--- config.mk ---
export PLATFORM = sky130hd
export DESIGN_NAME = time_keeper
export DESIGN_NICKNAME = d
export VERILOG_FILES = /design/src/rtl/clock_pkg.sv /design/src/rtl/bcd_counter.sv /design/src/rtl/time_keeper.sv
export SDC_FILE = /design/constraint.sdc
export NUM_CORES = 1
export LEC_CHECK = 0
export CAP_MARGIN = 10
export CORE_ASPECT_RATIO = 0.8
export CORE_MARGIN = 4
export CORE_UTILIZATION = 53
export CTS_CLUSTER_SIZE = 10
export DETAILED_ROUTE_END_ITERATION = 10
export PLACE_DENSITY_LB_ADDON = 0.25
export SLEW_MARGIN = 30
export SYNTH_ARGS = -nofsm -noshare
export SYNTH_HDL_FRONTEND = slang
export SYNTH_SLANG_ARGS = --single-unit
--- constraint.sdc ---
create_clock -name clk -period 2.4 [get_ports clk]
set_input_delay 0.72 -clock clk [delete_from_list [all_inputs] [get_ports clk]]
set_output_delay 0.72 -clock clk [all_outputs]
set_load 0.005 [all_outputs]
--- src/rtl/clock_pkg.sv ---
// Shared types and encodings for the time keeper and the display path.
package clock_pkg;

  // Operating modes: free-running clock, then one set mode per field.
  typedef enum logic [1:0] {
    RUN    = 2'd0,
    SET_HH = 2'd1,
    SET_MM = 2'd2,
    SET_SS = 2'd3
  } state_t;

  // blink_sel encodings: which field the display blanks during blink.
  localparam logic [1:0] SEL_HH   = 2'b00;
  localparam logic [1:0] SEL_MM   = 2'b01;
  localparam logic [1:0] SEL_SS   = 2'b10;
  localparam logic [1:0] SEL_NONE = 2'b11;

  // Two BCD digits, {tens, units}.
  typedef logic [7:0] bcd8_t;

  // Binary constant to BCD, used for elaboration-time limits only.
  function automatic bcd8_t to_bcd8(input int unsigned v);
    return {4'(v / 10), 4'(v % 10)};
  endfunction

  // Add one to a legal BCD pair; units 9 rolls into tens.
  function automatic bcd8_t bcd8_inc(input bcd8_t v);
    if (v[3:0] == 4'd9) return {v[7:4] + 4'd1, 4'd0};
    else                return {v[7:4], v[3:0] + 4'd1};
  endfunction

  // Field selection presented for each mode.
  function automatic logic [1:0] sel_of(input state_t s);
    case (s)
      SET_HH:  return SEL_HH;
      SET_MM:  return SEL_MM;
      SET_SS:  return SEL_SS;
      default: return SEL_NONE;
    endcase
  endfunction

endpackage

--- src/rtl/bcd_counter.sv ---
// Two-digit BCD counter 00..MAX with a combinational wrap carry.
module bcd_counter
  import clock_pkg::*;
#(
  parameter int unsigned MAX = 59
) (
  input  logic  clk,
  input  logic  rst,
  input  logic  inc,
  input  logic  clr,
  output bcd8_t value,
  output logic  carry
);

  localparam bcd8_t MAX_BCD = to_bcd8(MAX);

  // carry is asserted in the same cycle as the inc that wraps, so a chain
  // of counters rolls over together on one edge.
  assign carry = inc && (value == MAX_BCD);

  // Count register: clear wins over increment; MAX wraps to 00.
  always_ff @(posedge clk or posedge rst) begin
    if (rst) begin
      value <= 8'h00;
    end else if (clr) begin
      value <= 8'h00;
    end else if (inc) begin
      value <= (value == MAX_BCD) ? 8'h00 : bcd8_inc(value);
    end
  end

endmodule

--- src/rtl/time_keeper.sv ---
// HH:MM:SS time-of-day keeper with button-driven set modes and blink control.
// Button semantics: btn_mode advances RUN->SET_HH->SET_MM->SET_SS->RUN;
// btn_inc bumps the field being set and is dropped if btn_mode is also high.
module time_keeper
  import clock_pkg::*;
#(
  parameter int unsigned HOURS_MAX = 23
) (
  input  logic       clk,
  input  logic       rst,
  input  logic       tick_1hz,
  input  logic       tick_2hz,
  input  logic       btn_mode,
  input  logic       btn_inc,
  output logic [7:0] hh,
  output logic [7:0] mm,
  output logic [7:0] ss,
  output logic       blink_en,
  output logic [1:0] blink_sel
);

  state_t state, state_next;
  logic   phase, phase_next;
  logic   inc_ok;
  logic   ss_inc, mm_inc, hh_inc;
  logic   ss_carry, mm_carry, hh_carry_unused;

  // Mode change has priority over a simultaneous increment.
  assign inc_ok = btn_inc && !btn_mode;

  // Counting only in RUN; set-mode increments touch one field, no carry.
  assign ss_inc = ((state == RUN) && tick_1hz) || ((state == SET_SS) && inc_ok);
  assign mm_inc = ((state == RUN) && ss_carry) || ((state == SET_MM) && inc_ok);
  assign hh_inc = ((state == RUN) && mm_carry) || ((state == SET_HH) && inc_ok);

  bcd_counter #(.MAX(59)) u_ss (
    .clk   (clk),
    .rst   (rst),
    .inc   (ss_inc),
    .clr   (1'b0),
    .value (ss),
    .carry (ss_carry)
  );

  bcd_counter #(.MAX(59)) u_mm (
    .clk   (clk),
    .rst   (rst),
    .inc   (mm_inc),
    .clr   (1'b0),
    .value (mm),
    .carry (mm_carry)
  );

  bcd_counter #(.MAX(HOURS_MAX)) u_hh (
    .clk   (clk),
    .rst   (rst),
    .inc   (hh_inc),
    .clr   (1'b0),
    .value (hh),
    .carry (hh_carry_unused)
  );

  // Next mode and next blink phase; phase restarts at 0 on any mode change.
  always_comb begin
    state_next = state;
    phase_next = phase;
    if (btn_mode) begin
      case (state)
        RUN:     state_next = SET_HH;
        SET_HH:  state_next = SET_MM;
        SET_MM:  state_next = SET_SS;
        default: state_next = RUN;
      endcase
    end
    if (state_next != state) phase_next = 1'b0;
    else if (tick_2hz)       phase_next = ~phase;
  end

  // Mode, phase and blink outputs registered together so they never skew.
  always_ff @(posedge clk or posedge rst) begin
    if (rst) begin
      state     <= RUN;
      phase     <= 1'b0;
      blink_en  <= 1'b0;
      blink_sel <= SEL_NONE;
    end else begin
      state     <= state_next;
      phase     <= phase_next;
      blink_en  <= (state_next != RUN) && phase_next;
      blink_sel <= sel_of(state_next);
    end
  end

endmodule

Word level (Yosys, flattened, before mapping):

Cells that the tools add are included.

* add/sub/neg operators: 6
* equality and inequality tests: 13
* multiplexer cells: 11
* bitwise logic cells: 1
* reductions and logical operators: 22

Operators with widths (number)
* 2-to-1 mux 8 bit: 6
* adder 4 x 1 -> 4 bit, second input constant: 6
* == test 8 x 7 -> 1 bit, second input constant: 2
* == test 4 bit, second input constant: 3
* one-hot mux 2 bit (3 select lines): 2
* logical AND 1 bit: 10
* == test 2 bit, second input constant: 4
* == test 8 x 6 -> 1 bit, second input constant: 1
* nonzero test 2 bit: 4
* AND reduction 2 bit: 3
* == test 2 x 1 -> 1 bit, second input constant: 2
* logical OR 1 bit: 3
* logical NOT 2 bit: 1
* 2-to-1 mux 1 bit: 2
* 2-to-1 mux 2 bit: 1
* inequality test 2 bit: 1
* logical NOT 1 bit: 1
* NOT 1 bit: 1

* register bits after elaboration: 30
* bits of input ports: 6
* word-level logic and storage cells: 63

Depth between registers and ports, before layout:

Gate-level depths: netlist (run 1).

* word-level depth: 11
* mapped depth: 7

Modules after synthesis:

A second synthesis (run 1) with hierarchy kept.

* cells, all modules: 197
* area, all modules: 1910.6 µm²

Modules (own cells, without submodules)
* bcd_counter at u_mm ...: times used 2, cells each 51, area each 490.5 µm², seq. area each 200.2 µm²
* bcd_counter at u_hh: times used 1, cells each 58, area each 531.8 µm², seq. area each 200.2 µm²
* time_keeper: times used 1, cells each 37, area each 397.9 µm², seq. area each 152.6 µm²

Least setup slack after synthesis (run 1):

OpenSTA, ideal clock, no wires.

* path type: in2reg
* from: input btn_mode
* to: register u_mm.value[4]
* setup time: 0.128 ns
* arrival time: 1.846 ns
* data required time: 2.272 ns
* setup slack: 0.427 ns
* cell stages on the path: 5
* buffers on the path: 1
* path through: buf_6 and3b_2 o2111ai_4 a21boi_2 mux2_1

* longest elaborated chain between the ends: 8
* elaborated cells between the ends (all ways): 9

Ends and longest elaborated chain
* from (decl): line time_keeper.sv:13 `input logic btn_mode,`
* logical NOT 1 bit *: line time_keeper.sv:29 `assign inc_ok = btn_inc && !btn_mode;`
* logical AND 1 bit *: line time_keeper.sv:29
* logical AND 1 bit: line time_keeper.sv:32 `assign ss_inc = ((state == RUN) && tick_1hz) || ((state == SET_SS) && inc_ok);`
* logical OR 1 bit: line time_keeper.sv:32
* logical AND 1 bit: line bcd_counter.sv:19 `assign carry = inc && (value == MAX_BCD);`
* logical AND 1 bit: line time_keeper.sv:33 `assign mm_inc = ((state == RUN) && ss_carry) || ((state == SET_MM) && inc_ok);`
* logical OR 1 bit *: line time_keeper.sv:33
* AND reduction 2 bit (no line) *
* to (signal assigned): line bcd_counter.sv:28 `value <= (value == MAX_BCD) ? 8'h00 : bcd8_inc(value);`
* to (decl): line bcd_counter.sv:11 `output bcd8_t value,`

Mark *: on every way between the ends. The rest lies on a longest branch, timed or not.
A chain may end at the register's enable or synchronous reset.

Worst setup path after layout (run 1):

* from: input btn_inc
* to: register u_mm.value[5]

* longest elaborated chain between the ends: 7
* elaborated cells between the ends (all ways): 8

Ends and longest elaborated chain
* from (decl): line time_keeper.sv:14 `input logic btn_inc,`
* logical AND 1 bit *: line time_keeper.sv:29
* logical AND 1 bit: line time_keeper.sv:32
* logical OR 1 bit: line time_keeper.sv:32
* logical AND 1 bit: line bcd_counter.sv:19
* logical AND 1 bit: line time_keeper.sv:33
* logical OR 1 bit *: line time_keeper.sv:33
* AND reduction 2 bit (no line) *

Marks and branches as above.

==> impl_metrics.toml, run 1 <==
[clocking]
postCtsSetupBuffers = 0
cts_max_level = 2
hold_buffers = 0
clk_latency_ns = 0.29
clockBufferDepth = 2
cts_resized = 0
cts_tree = "built"
cts_sinks = 30
cts_made_buffers = 5
clk_pin_slew_ns = 0.06
clockRootBuffer = "clkbuf_8"

[power_and_ir_drop]
ir_worst_vdd_mv = 0.836
p_leak_nw = 1.06
power_switching_share = 0.401
clockPowerShare = 0.143
p_total_mw = 2.95
p_int_mw = 1.77
sequentialPowerShare = 0.341
switching_power_mw = 1.18
combinationalPowerShare = 0.516
power_density_mw_per_mm2 = 1210

[run]
max-cap-violations = 0

[global_routing]
grt_pass1_vias = 1591
use_met3 = 0.0461
grt.met1_usage = 0.246
overflow = 0
grt-busiest-layer = "met2"
grt.met2_usage = 0.303
grt_start_max_net_pins = 31
grt_pass1_wl_mm = 7.31
antenna_found_initial = 0
grt_usage = 0.191

[synth]
synth_flop_cell = "dfrtp_1"
ys_async_sr_fraction = 1.00
ys_seq_area_frac = 0.384
synth-edff-count = 0
synthesis.nets = 214
synth_warnings = 0
synth-seq-cells = 30
synth.distinct_cells = 57
netlist_area_sq_mm = 0.00196
syn_inst = 190
avgSynthCellArea_sq_um = 10.3

[timing]
finalHoldViolCount = 0
slew_headroom = 0.710
clock_skew_ns = 0.00541
finalSetupViolCount = 0
fmax_mhz = 472
tightestPinTransition_ns = 0.430
maxSlewViolCount = 0
rsz0062_at_grt = "false"
finalCritPeriodShare = 0.882
setup_ws_ns = 0.283
fin_crit_ns = 2.12

[finish]
layout-area-overhead-vs-synth_pct = 24.2
regArea_sq_um = 753
postLayoutCellArea_sq_mm = 0.00244
final_nets = 253
final_cell_mix = "clkdlybuf4s50_1, dfrtp_1, ha_1"
drive_gt1_frac = 0.139
final_common_cell = "clkdlybuf4s50_1"
antenna_cells = 0
multi_input_area_sq_mm = 0.00112
final.fill_count = 255

[die]
dieArea_sq_mm = 0.00475
die_w_um = 76.0
boundaryPins = 33
die_y_um = 62.4
start_util = 0.561
placementRows = 19
core_area_sq_mm = 0.00349

[critical_path]
cp-end-kind = "flop"
startpoint_type = "input port"
crit_arrival_ns = 2.28
path_max_fanout = 7
crit_required_ns = 2.57
path_class = "input port to flop"

[drt]
firstDrtPassIters = 4
routed_via_density = 5.73
postRouteAntennaNets = 0
drt_iter0_drc = 72
wl_per_cell_um = 15.8
drt-total-wl_mm = 4.30
drcViolationCount = 0
vias = 1558

[outcome]
outcome = "finished, final reports clean"

[placement]
dpl_cell_area_sq_mm = 0.00234
numPortBuffers = 32
dp_slack_ns = -0.0344
hpwl_mm = 3.24
place_congestion = 0.811

[hold_path]
min_path_type = "flop to flop"
-- registers in the layout, summed over array words and instances, names as in the netlist --
| register | count |
|---|---|
| u_hh.value | 8 |
| blink_en | 1 |
| u_mm.value | 8 |
| state | 2 |
| u_ss.value | 8 |
| phase | 1 |
| blink_sel | 2 |
-- cell families after synthesis --
group,Yosys count,synth area share
adder cells (fa/ha/maj),18,0.115
XOR/XNOR,5,0.0223
AND/OR/NAND/NOR,62,0.175
AO/OA/AOI/OAI,42,0.190
flip-flops,30,0.384
multiplexers,12,0.0689
buffers and inverters,21,0.0446
-- per-layer routing --
metal	vias to the layer above	part of all wire
met2	51	0.48
met1	738	0.44
met5	-	0
met4	0	0.020
li1	759	-
met3	10	0.050
-- cells in the mapped netlist (3+ instances only) --
| cell | count | area share |
|---|---|---|
| nor2b_1 | 6 | 0.019 |
| o21ai_0 | 9 | 0.023 |
| nor2_1 | 12 | 0.023 |
| nand3_1 | 7 | 0.018 |
| dfrtp_1 | 28 | 0.36 |
| xnor2_1 | 4 | 0.018 |
| mux2_2 | 5 | 0.029 |
| ha_1 | 18 | 0.11 |
| inv_1 | 16 | 0.031 |
| nor3_1 | 4 | 0.010 |
| nand3b_1 | 3 | 0.011 |
| mux2_1 | 3 | 0.017 |
| mux2i_1 | 3 | 0.015 |
| nand4_1 | 4 | 0.013 |
| and3b_1 | 5 | 0.022 |
| nand2_1 | 12 | 0.023 |
| a21oi_1 | 5 | 0.013 |
-- final timing paths --
kind / from / endpoint / slack (ns) / cells after the start
worst max-delay path: btn_inc / u_mm.value[5] / 0.28 / 5
worst min-delay path: u_hh.value[7] / u_hh.value[7] / 0.52 / 1
worst max register to register: state[0] / u_hh.value[2] / 0.33 / 6
worst min register to register: u_hh.value[7] / u_hh.value[7] / 0.52 / 1
max in group asynchronous: rst / blink_sel[1] / 1.26 / 3
min in group asynchronous: rst / u_ss.value[3] / 0.81 / 3
-- worst max-delay path, cell delays in order --
cell             delay [ns]
clkdlybuf4s50_1        0.47
and3b_2                0.28
o2111ai_4              0.21
a21boi_2               0.26
mux2_1                 0.35
-- power by group through the flow --
stage          clock network (mW)  logic (mW)  registers (mW)
6_report                    0.421        1.52            1.01
5_1_grt                     0.454        1.67            1.06
4_1_cts                     0.430        1.53            1.00
3_5_place_dp                    0        1.52            1.01
3_3_place_gp                    0        1.44           0.981
2_1_floorplan                   0       0.940           0.958
-- area by class of cell --
class,count,area share
Sequential cell,30,0.309
Clock inverter,1,0.00205
Clock buffer,7,0.0354
Inverter,16,0.0247
Tap cell,42,0.0216
Timing Repair Buffer,37,0.147
Multi-Input combinational cell,139,0.460
-- per-stage QoR --
step / TNS (ns) / cells / hold WS [ns] / util
after floorplan: 0 / 190 / 0.489 / -
after global placement: 0 / 264 / 0.499 / 0.671
after detailed placement: -0.0501 / 264 / 0.510 / 0.671
after CTS: 0 / 272 / 0.518 / 0.697
after global routing: 0 / 272 / 0.541 / 0.697
final: 0 / 272 / 0.523 / 0.697
No activity file was read; power rests on OpenSTA's default activity.
==> run 2, diff against run 1 <==
--- a/config.mk
+++ b/config.mk
@@ -5,6 +5,7 @@
 export SDC_FILE = /design/constraint.sdc
 export NUM_CORES = 1
 export LEC_CHECK = 0
+export ABC_AREA = 0
 export CAP_MARGIN = 10
 export CORE_ASPECT_RATIO = 0.8
 export CORE_MARGIN = 4
==> results of run 2 <==
Same layout as run 1: the final DEF is identical, and so are final timing and power.
==> variant, RTL diff (config.mk and constraints of run 1) <==
Register the output `hh`; this adds one clock of latency there. The other outputs are not delayed to match.
--- a/src/rtl/time_keeper.sv
+++ b/src/rtl/time_keeper.sv
@@ -18,6 +18,8 @@
   output logic       blink_en,
   output logic [1:0] blink_sel
 );
+
+  logic [7:0] hh_d;
 
   state_t state, state_next;
   logic   phase, phase_next;
@@ -56,7 +58,7 @@
     .rst   (rst),
     .inc   (hh_inc),
     .clr   (1'b0),
-    .value (hh),
+    .value (hh_d),
     .carry (hh_carry_unused)
   );
 
@@ -91,5 +93,9 @@
     end
   end
 
+  always_ff @(posedge clk) begin
+    hh <= hh_d;
+  end
+
 endmodule
 
Check against the original RTL: not equivalent (Yosys sat finds a counterexample within 4 cycles, from zero or initial values and one cycle with rst high).
==> variant against run 1 <==
Sequential share of layout area grew 6.2 points; sequential power grew 14%; routed wire length shrank 16%; die area is essentially flat; via count shrank 7.6%; sequential cell count grew 8; count of clock-buffer cells in the layout shrank 1; total power shrank 4.2%; synthesized cell count shrank 3.7%; cell area grew 0.87%; worst setup slack lost 190 ps; synthesized area is essentially flat; critical path type unchanged; critical endpoint is now u_mm.value[2]; largest cell class unchanged; highest routed layer unchanged.
==> variant: results (changes against run 1) <==
Place
The standard cell area after detailed placement is 2360 µm² (was 2340 µm²). The post-placement cell count is 259 (was 264). The HPWL after detailed placement was 2.70 mm (was 3.24 mm). The post-placement worst setup slack is -222 ps (was -34.4 ps). The placer congestion estimate is 0.815 (was 0.811).

Timing
The worst hold slack was 438 ps (was 523 ps). The final worst-path cycle share was 96.0% (was 88.2%). The worst slew slack as a fraction of its limit came to 67.0% (was 71.0%). The worst-case clock skew is 7.13 ps (was 5.41 ps).

Worst setup path
The slowest library cell on the worst path is sky130_fd_sc_hd__clkdlybuf4s50_1 (unchanged). The largest stage delay on the critical path is 510 ps (was 470 ps). The register-to-register path setup slack was 290 ps (was 330 ps). The worst-path maximum fanout was 6 (was 7). The arrival time at the worst endpoint came to 2490 ps (was 2280 ps). The cell family contributing the most delay on the critical path is simple AND/OR/NAND/NOR gates (was buffers and inverters).

Power and ir drop
The leakage power is 1.15 nW (was 1.06 nW). The largest vdd supply drop is 0.699 mV (was 0.836 mV).

Global routing
The number of global-route vias before repair is 1448 (was 1591). The total track usage is 16.5% (was 19.1%). The global-route wire length before repair is 6.55 mm (was 7.31 mm).

Cells and area
The non-filler instance count after layout is 267 (was 272). The share of cells above drive strength 1 is 15.6% (was 13.9%). The count of nets after finishing is 248 (was 253). The number of filler cells placed in the layout is 268 (was 255).

Yosys
The mean post-synth cell area came to 10.7 µm² (was 10.3 µm²). Biggest area contributors in the synthesized netlist: sky130_fd_sc_hd__dfrtp_1, sky130_fd_sc_hd__ha_1, sky130_fd_sc_hd__dfxtp_1 (was sky130_fd_sc_hd__dfrtp_1, sky130_fd_sc_hd__ha_1, sky130_fd_sc_hd__inv_1). The count of cell types in the netlist was 50 (was 57). The fraction of registers with async set/reset is 78.9% (was 100%).

The sequential element share of the synthesized area came to 46.5% (was 38.4%).

Status
Run status: complete, no violations (unchanged).

Routing
The first-iteration detailed-routing DRC count is 113 (was 72). The total wire length is 3.60 mm (was 4.30 mm). The routed via count divided by cell count came to 5.39 (was 5.73).

Clocking
The post-CTS clock slew at the launch and capture registers of the worst setup and hold paths is 80 ps (was 60 ps).
## variant: cell count changes in the layout (fill, tap and decap cells not counted), moves of 3 or more
cell and change:
sky130_fd_sc_hd__nand2_1 +3, sky130_fd_sc_hd__nand3b_1 -3, sky130_fd_sc_hd__mux2_1 -3, sky130_fd_sc_hd__nand4_1 -4
sky130_fd_sc_hd__dfxtp_1 +8, sky130_fd_sc_hd__nor2b_1 -3, sky130_fd_sc_hd__a21o_1 +3
## variant: path summary, 6_finish.rpt
| check | from | end | depth (start not counted) |
|---|---|---|---|
| worst max-delay path | btn_mode | u_mm.value[2] | 6 |
| worst min-delay path | u_hh.value[7] | hh[7] | 0 |
| worst max register to register | u_ss.value[1] | u_hh.value[3] | 7 |
| worst min register to register | u_hh.value[7] | hh[7] | 0 |
| max in group asynchronous | rst | blink_sel[0] | 3 |
| min in group asynchronous | rst | u_hh.value[5] | 3 |
## variant: layer usage
metal	GRT usage, %	share of wire [%]	up-vias
li1	-	-	712
met1	21.6	47	686
met2	26.8	47	35
met3	4.76	4.2	7
met4	4.67	1.2	0
met5	0	0	-
## variant: where the power goes
group          leakage (nW)  internal, mW  switching (mW)
logic                 0.663         0.684           0.531
clock network        0.0472         0.231           0.229
registers             0.440         0.894           0.255
total                  1.15          1.81            1.02
## variant: final cells by class
cell class	count	area (µm²)	share of cell area (%)
clock buffer	6	82.6	3.36
clock inverter	2	12.5	0.509
inverter	15	56.3	2.29
multi-input combinational	124	947	38.5
sequential	38	913	37.2
tap	42	52.6	2.14
timing repair buffer	40	393	16.0
## variant: cells by family after synthesis
family                     share of synthesized area [%]
adders and majority gates                           11.5
DFF                                                 46.5
xor gates and xnor gates                            1.78
and+or+nand+nor                                     18.5
buffers and inverters                               5.23
AOI/OAI and AO/OA                                   12.3
muxes                                               4.14
